## config.mk

```make
export PLATFORM = sky130hd
export DESIGN_NAME = oddr71_tx_serializer_flat
export DESIGN_NICKNAME = d
export VERILOG_FILES = /design/src/rtl/oddr71_tx_serializer_if.sv /design/src/rtl/oddr71_tx_serializer.sv /design/src/flat_wrapper.sv
export SDC_FILE = /design/constraint.sdc
export NUM_CORES = 1
export LEC_CHECK = 0
export CORE_MARGIN = 2
export CORE_UTILIZATION = 37
export DETAILED_ROUTE_END_ITERATION = 8
export GPL_ROUTABILITY_DRIVEN = 1
export PLACE_DENSITY = 0.71
export SYNTH_ARGS = -nofsm -noshare
export SYNTH_HDL_FRONTEND = slang
export SYNTH_SLANG_ARGS = --single-unit
```

## constraint.sdc

```tcl
create_clock -name ECLK -period 0.94 [get_ports ECLK]
set_input_delay 0.094 -clock ECLK [delete_from_list [all_inputs] [get_ports ECLK]]
set_output_delay 0.094 -clock ECLK [all_outputs]
set_load 0.02 [all_outputs]
```

## src/rtl/oddr71_tx_serializer_if.sv

```systemverilog
// oddr71_tx_serializer_if: word handshake, training request and serial outputs of the serializer
interface oddr71_tx_serializer_if #(
  parameter int WIDTH = 7
);
  logic [WIDTH-1:0] D;
  logic DVALID;
  logic DREADY;
  logic TRAIN;
  logic DO;
  logic FRAME;
  logic [1:0] MODE;
  logic UNDERRUN;
  modport master (
    output D, DVALID, TRAIN,
    input DREADY, DO, FRAME, MODE, UNDERRUN
  );
  modport slave (
    input D, DVALID, TRAIN,
    output DREADY, DO, FRAME, MODE, UNDERRUN
  );
endinterface

```

## src/rtl/oddr71_tx_serializer.sv

```systemverilog
// oddr71_tx_serializer: word-to-bit serializer, bit 0 first, with training and idle word insertion
module oddr71_tx_serializer #(
  parameter int WIDTH = 7,
  parameter logic [WIDTH-1:0] TRAIN_PATTERN = 7'b1100011,
  parameter logic IDLE_BIT = 1'b0
) (
  input logic ECLK,
  input logic RST,
  oddr71_tx_serializer_if.slave bus
);
  localparam int CW = $clog2(WIDTH);
  localparam logic [CW-1:0] LAST = CW'(WIDTH - 1);
  localparam logic [1:0] MODE_IDLE = 2'd0;
  localparam logic [1:0] MODE_DATA = 2'd1;
  localparam logic [1:0] MODE_TRAIN = 2'd2;
  logic [CW-1:0] cnt;
  logic [WIDTH-2:0] sr;
  logic [WIDTH-1:0] word;
  logic [WIDTH-1:0] shifted;
  logic [1:0] mode_next;
  logic boundary;
  always_comb begin
    boundary = cnt == LAST;
    word = bus.TRAIN ? TRAIN_PATTERN : bus.DVALID ? bus.D : {WIDTH{IDLE_BIT}};
    mode_next = bus.TRAIN ? MODE_TRAIN : bus.DVALID ? MODE_DATA : MODE_IDLE;
    shifted = {IDLE_BIT, sr};
  end
  // training holds off the handshake so a pending data word is never consumed
  assign bus.DREADY = boundary & ~bus.TRAIN & ~RST;
  always_ff @(posedge ECLK) begin
    if (RST) begin
      cnt <= LAST;
      sr <= {(WIDTH - 1){IDLE_BIT}};
      bus.DO <= IDLE_BIT;
      bus.FRAME <= 1'b0;
      bus.MODE <= MODE_IDLE;
      bus.UNDERRUN <= 1'b0;
    end else if (boundary) begin
      cnt <= '0;
      sr <= word[WIDTH-1:1];
      bus.DO <= word[0];
      bus.FRAME <= 1'b1;
      bus.MODE <= mode_next;
      bus.UNDERRUN <= mode_next == MODE_IDLE && bus.MODE == MODE_DATA;
    end else begin
      cnt <= cnt + CW'(1);
      sr <= shifted[WIDTH-1:1];
      bus.DO <= sr[0];
      bus.FRAME <= 1'b0;
      bus.UNDERRUN <= 1'b0;
    end
  end
endmodule
```

## src/flat_wrapper.sv

```systemverilog
// flat-port wrapper written by rule: the top's interface ports become plain ports
module oddr71_tx_serializer_flat 
#(
  parameter int WIDTH = 7,
  parameter logic [WIDTH-1:0] TRAIN_PATTERN = 7'b1100011,
  parameter logic IDLE_BIT = 1'b0
)
  (ECLK, RST, bus_D, bus_DVALID, bus_TRAIN, bus_DREADY, bus_DO, bus_FRAME, bus_MODE, bus_UNDERRUN);
  oddr71_tx_serializer_if #(.WIDTH(WIDTH)) bus_i ();
  input logic ECLK;
  input logic RST;
  input wire logic [$bits(bus_i.D)-1:0] bus_D;
  input wire logic [$bits(bus_i.DVALID)-1:0] bus_DVALID;
  input wire logic [$bits(bus_i.TRAIN)-1:0] bus_TRAIN;
  output wire logic [$bits(bus_i.DREADY)-1:0] bus_DREADY;
  output wire logic [$bits(bus_i.DO)-1:0] bus_DO;
  output wire logic [$bits(bus_i.FRAME)-1:0] bus_FRAME;
  output wire logic [$bits(bus_i.MODE)-1:0] bus_MODE;
  output wire logic [$bits(bus_i.UNDERRUN)-1:0] bus_UNDERRUN;
  assign bus_i.D = bus_D;
  assign bus_i.DVALID = bus_DVALID;
  assign bus_i.TRAIN = bus_TRAIN;
  assign bus_DREADY = bus_i.DREADY;
  assign bus_DO = bus_i.DO;
  assign bus_FRAME = bus_i.FRAME;
  assign bus_MODE = bus_i.MODE;
  assign bus_UNDERRUN = bus_i.UNDERRUN;
  oddr71_tx_serializer #(.WIDTH(WIDTH), .TRAIN_PATTERN(TRAIN_PATTERN), .IDLE_BIT(IDLE_BIT)) u_core (.ECLK(ECLK), .RST(RST), .bus(bus_i));
endmodule
```

==> Word level (Yosys, flattened, before mapping) <==
Index checks and enable logic that the tools add are counted.
{ "word_totals": {"regBits": 14, "latch_bits": 0, "ramBits": 0, "romBits": 0, "inputBits": 11, "output_inout_bits": 6, "word_cells": 28, "n_memories": 0} }
{ "op_classes": {"n_addsub": 1, "multipliers": 0, "n_div": 0, "n_lt_le_gt_ge": 0, "n_eq_ne": 2, "shift": 0, "n_mux": 8, "bitwise_logic": 5, "n_reduce_logical": 4} }
{ "ops": {"columns": ["op", "count"], "rows": [
  ["$mux W7", 2],
  ["$mux W5", 1],
  ["$reduce_or A2 Y1", 2],
  ["$add A3 B1 Y3 const B", 1],
  ["$eq A3 B3 Y1 const B", 1],
  ["$mux W1", 3],
  ["$mux W3", 1],
  ["$not A1 Y1", 3],
  ["$and A1 B1 Y1", 2],
  ["$eq A2 B1 Y1 const B", 1],
  ["$logic_not A2 Y1", 1],
  ["$mux W2", 1],
  ["$logic_and A1 B1 Y1", 1]
]} }

==> Logic depth before layout (Yosys ltp) <==
Gate-level depths: netlist (run 1).
{ "logic_depth": {"word_depth": 4, "depth_mapped": 4, "depth_no_buf": 3} }

==> Least setup slack after synthesis (run 1) <==
Ideal clock, no wire load.
{ "synth_path": {"path_kind": "reg2reg", "startpoint": "register u_core.cnt[0]", "endpoint": "register u_core.sr[3]", "setup_ns": 0.061, "t_arrival_ns": 1.058, "t_required_ns": 0.879, "path_slack_ns": -0.179, "path_stages_with_launch": 5, "n_path_buf": 1, "period_less_slack_ns": 1.119, "path_cell_list": "dfxtp_1 -> nand4bb_1 -> buf_6 -> nor2_2 -> a32o_1"} }
{ "synth_via": {"elab_chain_cells": 2} }
{ "synth_lines": {"columns": ["item", "line", "rtl"], "rows": [
  ["start, declared", "oddr71_tx_serializer.sv:16", "logic [CW-1:0] cnt;"],
  ["start signal, assigned", "oddr71_tx_serializer.sv:46", "cnt <= cnt + CW'(1);"],
  ["$eq A3 B3 Y1", "oddr71_tx_serializer.sv:23", "boundary = cnt == LAST;"],
  ["$mux W5", "oddr71_tx_serializer.sv:38", "end else if (boundary) begin"],
  ["end signal, assigned", "oddr71_tx_serializer.sv:33", "sr <= {(WIDTH - 1){IDLE_BIT}};"],
  ["end signal, assigned", "oddr71_tx_serializer.sv:40", "sr <= word[WIDTH-1:1];"],
  ["end signal, assigned", "oddr71_tx_serializer.sv:47", "sr <= shifted[WIDTH-1:1];"],
  ["end, declared", "oddr71_tx_serializer.sv:17", "logic [WIDTH-2:0] sr;"]
]} }
No other way between the ends.
A chain may end at the register's enable or synchronous reset.

==> Worst setup path in the final report (run 1) <==
{ "layout_path": {"startpoint": "register u_core.cnt[0]", "endpoint": "register u_core.sr[2]"} }
Same word-level chain as after synthesis.

==> flow_metrics.env, run 1 <==
export IMPL_status="finished, violations left"
export IMPL_post_route_min_period_ps=1150
export IMPL_io_pins=17
export IMPL_start_util_pct=38.8
export IMPL_synth_distinct_cells=21
export IMPL_routedWlPerCell_um=11.8
export IMPL_grt_pass1_wl_um=1580
export IMPL_die_area_mm2=0.00166
export IMPL_ys_seq_elements=14
export IMPL_grt_pass1_vias=410
export IMPL_cts_htree_levels=1
export IMPL_pre_cts_slack_ps=-696
export IMPL_holdPathStages=3
export IMPL_num_vias=428
export IMPL_coreArea_mm2=0.00128
export IMPL_setup_violations_final=12
export IMPL_grt_use_total_pct=15.4
export IMPL_drtPass1Iterations=1
export IMPL_clockRootBuffer="clkbuf_4"
export IMPL_synth_largest_area_cell="dfxtp_1"
export IMPL_grt_setup_unrepaired="true"
export IMPL_cp_required_ps=1160
export IMPL_syn_inst=43
export IMPL_critical_path_arrival_ps=1370
export IMPL_clock_fmax_ghz=0.869
export IMPL_fin_nets=86
export IMPL_ant_nets=0
export IMPL_mostFrequentLayoutCells="dfxtp_1, clkdlybuf4s50_1, buf_4"
export IMPL_die_y_um=40.7
export IMPL_clock_path_buffers=2
export IMPL_cts_buffers=3
export IMPL_ir_drop_mv=0.853
export IMPL_r2r_cells=4
export IMPL_cts_tree="done"
export IMPL_fin_setup_tns_ps=-1180
export IMPL_yosys_top_cells_area="dfxtp_1, a22o_1, o2bb2ai_1"
export IMPL_drc_errors=0
export IMPL_ys_seq_area_share_pct=56.3
export IMPL_finalHoldViolations=0
export IMPL_worstPathMaxFanout=6
export IMPL_slew_violations=0
export IMPL_die_w_um=40.7
export IMPL_gr_total_overflow=0
export IMPL_viasPerCell=4.86
export IMPL_max_slew_margin_rel_pct=86.5
export IMPL_fin_crit_sh_pct=122
export IMPL_avgSynthCellArea_um2=11.6
export IMPL_dp_hpwl_um=790
export IMPL_drive_above_1_share_pct=43.8
export IMPL_layout_commonest_cell="dfxtp_1"
export IMPL_drt_iter0_drc=0
export IMPL_hp_class="in -> reg"
export IMPL_antenna_found_initial=0
export IMPL_area_growth_pct=65.1
export IMPL_syn_nets=54
export IMPL_end_kind="flop"
export IMPL_p_per_area_mw_per_mm2=1700
export IMPL_holdBufCountCts=0
export IMPL_cts_clk_slew_worst_paths_ps=80
export IMPL_gp_congestion=0.693
export IMPL_start_kind="flop"
export IMPL_wirelength_um=1040
export IMPL_setup_ws_ps=-211
export IMPL_clock_sinks=14
export IMPL_maxCapViolCount=0
export IMPL_cellLeakagePower_nw=0.372
export IMPL_fin_area_um2=822
export IMPL_worst_pin_slew_ps=203
export IMPL_grt_max_degree=8
export IMPL_clock_latency_ps=270
export IMPL_syn_area_um2=498
export IMPL_violations="setup timing"
export IMPL_portBuffers=16
export IMPL_yosys_area_top_type_share_pct=56.3
export IMPL_yosys_warnings=0
export IMPL_worstSetupPathType="reg -> reg"
export IMPL_fin_skew_ps=4.61
export IMPL_diodes=0
export IMPL_rows=13
export IMPL_postPlaceCellArea_um2=763
## synthesized netlist by cell type (all sizes together)
library cell / instances
a211o: 1
a21o: 1
a21oi: 4
a22o: 3
a31oi: 1
a32o: 1
and2: 1
and2b: 1
and3: 1
buf: 1
dfxtp: 14
inv: 2
nand2: 1
nand2b: 1
nand4bb: 1
nor2: 3
nor2b: 1
nor3b: 1
o21ai: 1
o2bb2ai: 3
## final timing paths
check                                 from                       end  slack (ps)
hold / removal                         RST  u_core.cnt[1]$_SDFF_PP1_         190
hold reg to reg    u_core.sr[1]$_SDFF_PP0_   u_core.sr[0]$_SDFF_PP0_         450
setup reg to reg  u_core.cnt[0]$_SDFF_PP0_   u_core.sr[2]$_SDFF_PP0_        -210
setup / recovery  u_core.cnt[0]$_SDFF_PP0_   u_core.sr[2]$_SDFF_PP0_        -210
## through the flow
stage	hold WS (ps)	instances	total power [mW]	utilization, %
finish	190	88	1.40	64.0
global placement	423	85	1.03	59.4
global route	211	88	1.48	64.0
floorplan	189	43	0.848	-
CTS	406	88	1.42	63.5
detailed placement	434	85	1.04	59.4
## critical path: stages (launching register included)
cell	delay, ps
dfxtp_2	320
nand4bb_4	220
buf_6	160
nor3b_4	230
a22o_1	160
## repair_timing
action                                  CTS  global route
endpoints found under the setup margin   18            15
setup buffers                             0             0
endpoints found under the hold margin     0             0
pin swaps                                 1             3
gates resized for setup                  35             6
## registers in the layout (all words and copies together) (netlist names)
register,cells
u_core.cnt,3
u_core.bus.UNDERRUN,1
u_core.bus.MODE,2
u_core.bus.DO,1
u_core.bus.FRAME,1
u_core.sr,6
## cell families after synthesis
family	count (synthesis)	share of synthesized area [%]
AO/OA/AOI/OAI	15	23.9
flip-flops	14	56.3
AND/OR/NAND/NOR	11	16.1
buffers and inverters	3	3.77
## where the power goes
part | leakage, nW | switching [mW] | total, mW | internal, mW
Combinational | 0.243 | 0.163 | 0.386 | 0.223
Sequential | 0.115 | 0.0324 | 0.692 | 0.659
Clock | 0.0138 | 0.175 | 0.324 | 0.148
## cell type report
class                      instances  area, µm²
tap                               15       18.8
multi-input combinational         26        236
inverter                           2       10.0
timing repair buffer              28        248
clock buffer                       3       22.5
fill                             115        463
sequential                        14        287
## layer usage
| layer | GRT usage, % | wire (µm) |
|---|---|---|
| met3 | 3.26 | 97 |
| met5 | 0 | 0 |
| met2 | 27.0 | 528 |
| met4 | 10.0 | 0 |
| met1 | 16.7 | 413 |
(Power assumes the default switching activity.)
==> run 2: changes to the inputs <==
CELL_PAD_IN_SITES_DETAIL_PLACEMENT = 0   (was not set)
CELL_PAD_IN_SITES_GLOBAL_PLACEMENT = 1   (was not set)
CORE_UTILIZATION = 28   (was 37)
PLACE_DENSITY = 0.7   (was 0.71)
SKIP_LAST_GASP = 1   (was not set)
==> run 2 against run 1 <==
Net effect:
- register-to-register slack gained 20 ps
- global-route usage shrank 1.7 points
- critical path type is now reg -> out
- maximum frequency shrank 0.29%
- flip-flop and latch count is the same
- the run still ends with setup timing left
- combinational power grew 20%
- first-iteration DRC count grew 3
- power grew 13%
- sequential power is essentially flat
- count of clock-buffer cells in the layout grew 1
- sequential share of layout area shrank 3.9 points
- die area grew 29%
==> flow_metrics.env, run 2 (same netlist as run 1, synthesis figures left out) <==
export IMPL_drt_iter0_drc=3
export IMPL_hp_class="in -> reg"
export IMPL_setup_violations_final=12
export IMPL_critical_path_arrival_ps=1060
export IMPL_multi_input_area_um2=268
export IMPL_rows=15
export IMPL_slew_violations=0
export IMPL_die_area_mm2=0.00213
export IMPL_drc_errors=0
export IMPL_fin_nets=91
export IMPL_portBuffers=16
export IMPL_mostFrequentLayoutCells="dfxtp_1, clkdlybuf4s50_1, buf_6, buf_4, buf_2"
export IMPL_setup_ws_ps=-214
export IMPL_grt_max_degree=9
export IMPL_fin_crit_sh_pct=123
export IMPL_dp_cells=95
export IMPL_coreArea_mm2=0.00171
export IMPL_worstPathMaxFanout=2
export IMPL_nFillCells=146
export IMPL_grt_pass1_vias=449
export IMPL_largest_register_ffs=6
export IMPL_gp_congestion=0.779
export IMPL_r2r_cells=4
export IMPL_drive_above_1_share_pct=51.9
export IMPL_largestRegisters="u_core.sr: 6 flops, u_core.cnt: 3 flops, u_core.bus.MODE: 2 flops"
export IMPL_clock_path_buffers=2
export IMPL_cp_required_ps=850
export IMPL_dp_hpwl_um=807
export IMPL_rr_startpoint="u_core.cnt[0]$_SDFF_PP0_"
export IMPL_finalHoldViolations=0
export IMPL_p_per_area_mw_per_mm2=1710
export IMPL_layout_commonest_cell="dfxtp_1"
export IMPL_cts_clk_slew_worst_paths_ps=80
export IMPL_violations="setup timing"
export IMPL_ir_drop_mv=0.925
export IMPL_postPlaceCellArea_um2=776
export IMPL_start_kind="flop"
export IMPL_viasPerCell=4.40
export IMPL_worst_pin_slew_ps=233
export IMPL_num_vias=458
export IMPL_power_mw=1.58
export IMPL_r2r_slack_ps=-190
export IMPL_cts_buffers=3
export IMPL_die_y_um=46.2
export IMPL_diodes=0
export IMPL_ant_nets=0
export IMPL_antenna_found_initial=0
export IMPL_grt_setup_unrepaired="true"
export IMPL_start_util_pct=29.2
export IMPL_r2r_end="u_core.sr[1]$_SDFF_PP0_"
export IMPL_holdPathStages=2
export IMPL_area_growth_pct=85.9
export IMPL_layout_area_seq_um2=287
export IMPL_post_route_min_period_ps=1150
export IMPL_clock_latency_ps=280
export IMPL_grt_use_total_pct=13.7
export IMPL_cts_htree_levels=1
export IMPL_io_pins=17
export IMPL_top_register="u_core.sr"
export IMPL_max_slew_margin_rel_pct=84.5
export IMPL_die_w_um=46.2
export IMPL_end_kind="primary output"
export IMPL_maxCapViolCount=0
export IMPL_worstSetupPathType="reg -> out"
export IMPL_wirelength_um=1220
export IMPL_routedWlPerCell_um=11.7
export IMPL_grt_pass1_wl_um=1930
export IMPL_clockRootBuffer="clkbuf_4"
export IMPL_clock_fmax_ghz=0.867
export IMPL_status="finished, violations left"
export IMPL_holdBufCountCts=0
export IMPL_hold_path_startpoint="bus_D[2]"
export IMPL_drtPass1Iterations=2
export IMPL_cts_tree="done"
export IMPL_cellLeakagePower_nw=0.408
export IMPL_whs_ps=410
export IMPL_fin_area_um2=926
export IMPL_clock_sinks=14
export IMPL_layout_cells_non_filler=104
export IMPL_holdPathEnd="u_core.sr[1]$_SDFF_PP0_"
export IMPL_gr_total_overflow=0
export IMPL_fin_skew_ps=1.95
[run 2: cell types whose count changed in the layout (fill, tap and decap cells not counted)]
cell and delta:
clkbuf_8 +1, o2bb2ai_2 +2, o2bb2ai_1 -3, buf_4 +2, o2bb2ai_4 +1, dlymetal6s2s_1 -1
buf_6 +3, clkdlybuf4s50_1 +1
[run 2: timing repair]
item / 4_1_cts / 5_1_grt
endpoints found under the setup margin: 20 / 17
resized for setup: 39 / 8
hold endpoints to repair: 0 / 0
gates cloned: 1 / 0
pin swaps: 2 / 7
setup buffers: 2 / 2
[run 2: layout make-up]
class | instances | area share, %
timing repair buffer | 33 | 31.8
sequential | 14 | 30.9
multi-input combinational | 26 | 28.9
clock buffer | 4 | 3.92
tap | 25 | 3.38
inverter | 2 | 1.08
[run 2: worst max-delay path by stage]
stage | end | from | slack (ps) | cells past startpoint
floorplan | u_core.sr[3]$_SDFF_PP0_ | u_core.cnt[0]$_SDFF_PP0_ | -80 | 4
global placement | bus_DREADY | RST | -710 | 4
detailed placement | bus_DREADY | RST | -710 | 4
CTS | bus_DREADY | u_core.cnt[0]$_SDFF_PP0_ | -250 | 3
global route | bus_DREADY | u_core.cnt[0]$_SDFF_PP0_ | -260 | 3
finish | bus_DREADY | u_core.cnt[0]$_SDFF_PP0_ | -210 | 3
[run 2: layer usage]
metal,vias to the layer above,wire [µm],track usage (%)
li1,229,-,-
met1,213,509,14.3
met2,14,600,22.8
met3,2,76,5.10
met4,0,27,9.14
met5,-,0,0
[run 2: where the power goes]
| part | switching (mW) | total [mW] | leakage, nW | internal [mW] |
|---|---|---|---|---|
| sequential | 0.0334 | 0.693 | 0.115 | 0.659 |
| clock | 0.190 | 0.426 | 0.0210 | 0.236 |
| combinational | 0.195 | 0.464 | 0.272 | 0.268 |
| total | 0.419 | 1.58 | 0.408 | 1.16 |
[run 2: worst max-delay path, stage by stage (launching register included)]
cell	delay, ps
dfxtp_2	320
nand4bb_4	210
nor2_4	120
buf_6	120
[run 2: stage by stage]
step / utilization [%] / setup slack [ps] / TNS, ps
2_1_floorplan: - / -83.9 / -364
3_3_place_gp: 45.4 / -706 / -4900
3_5_place_dp: 45.4 / -709 / -4870
4_1_cts: 52.5 / -252 / -1580
5_1_grt: 54.2 / -259 / -1830
6_report: 54.2 / -214 / -1350
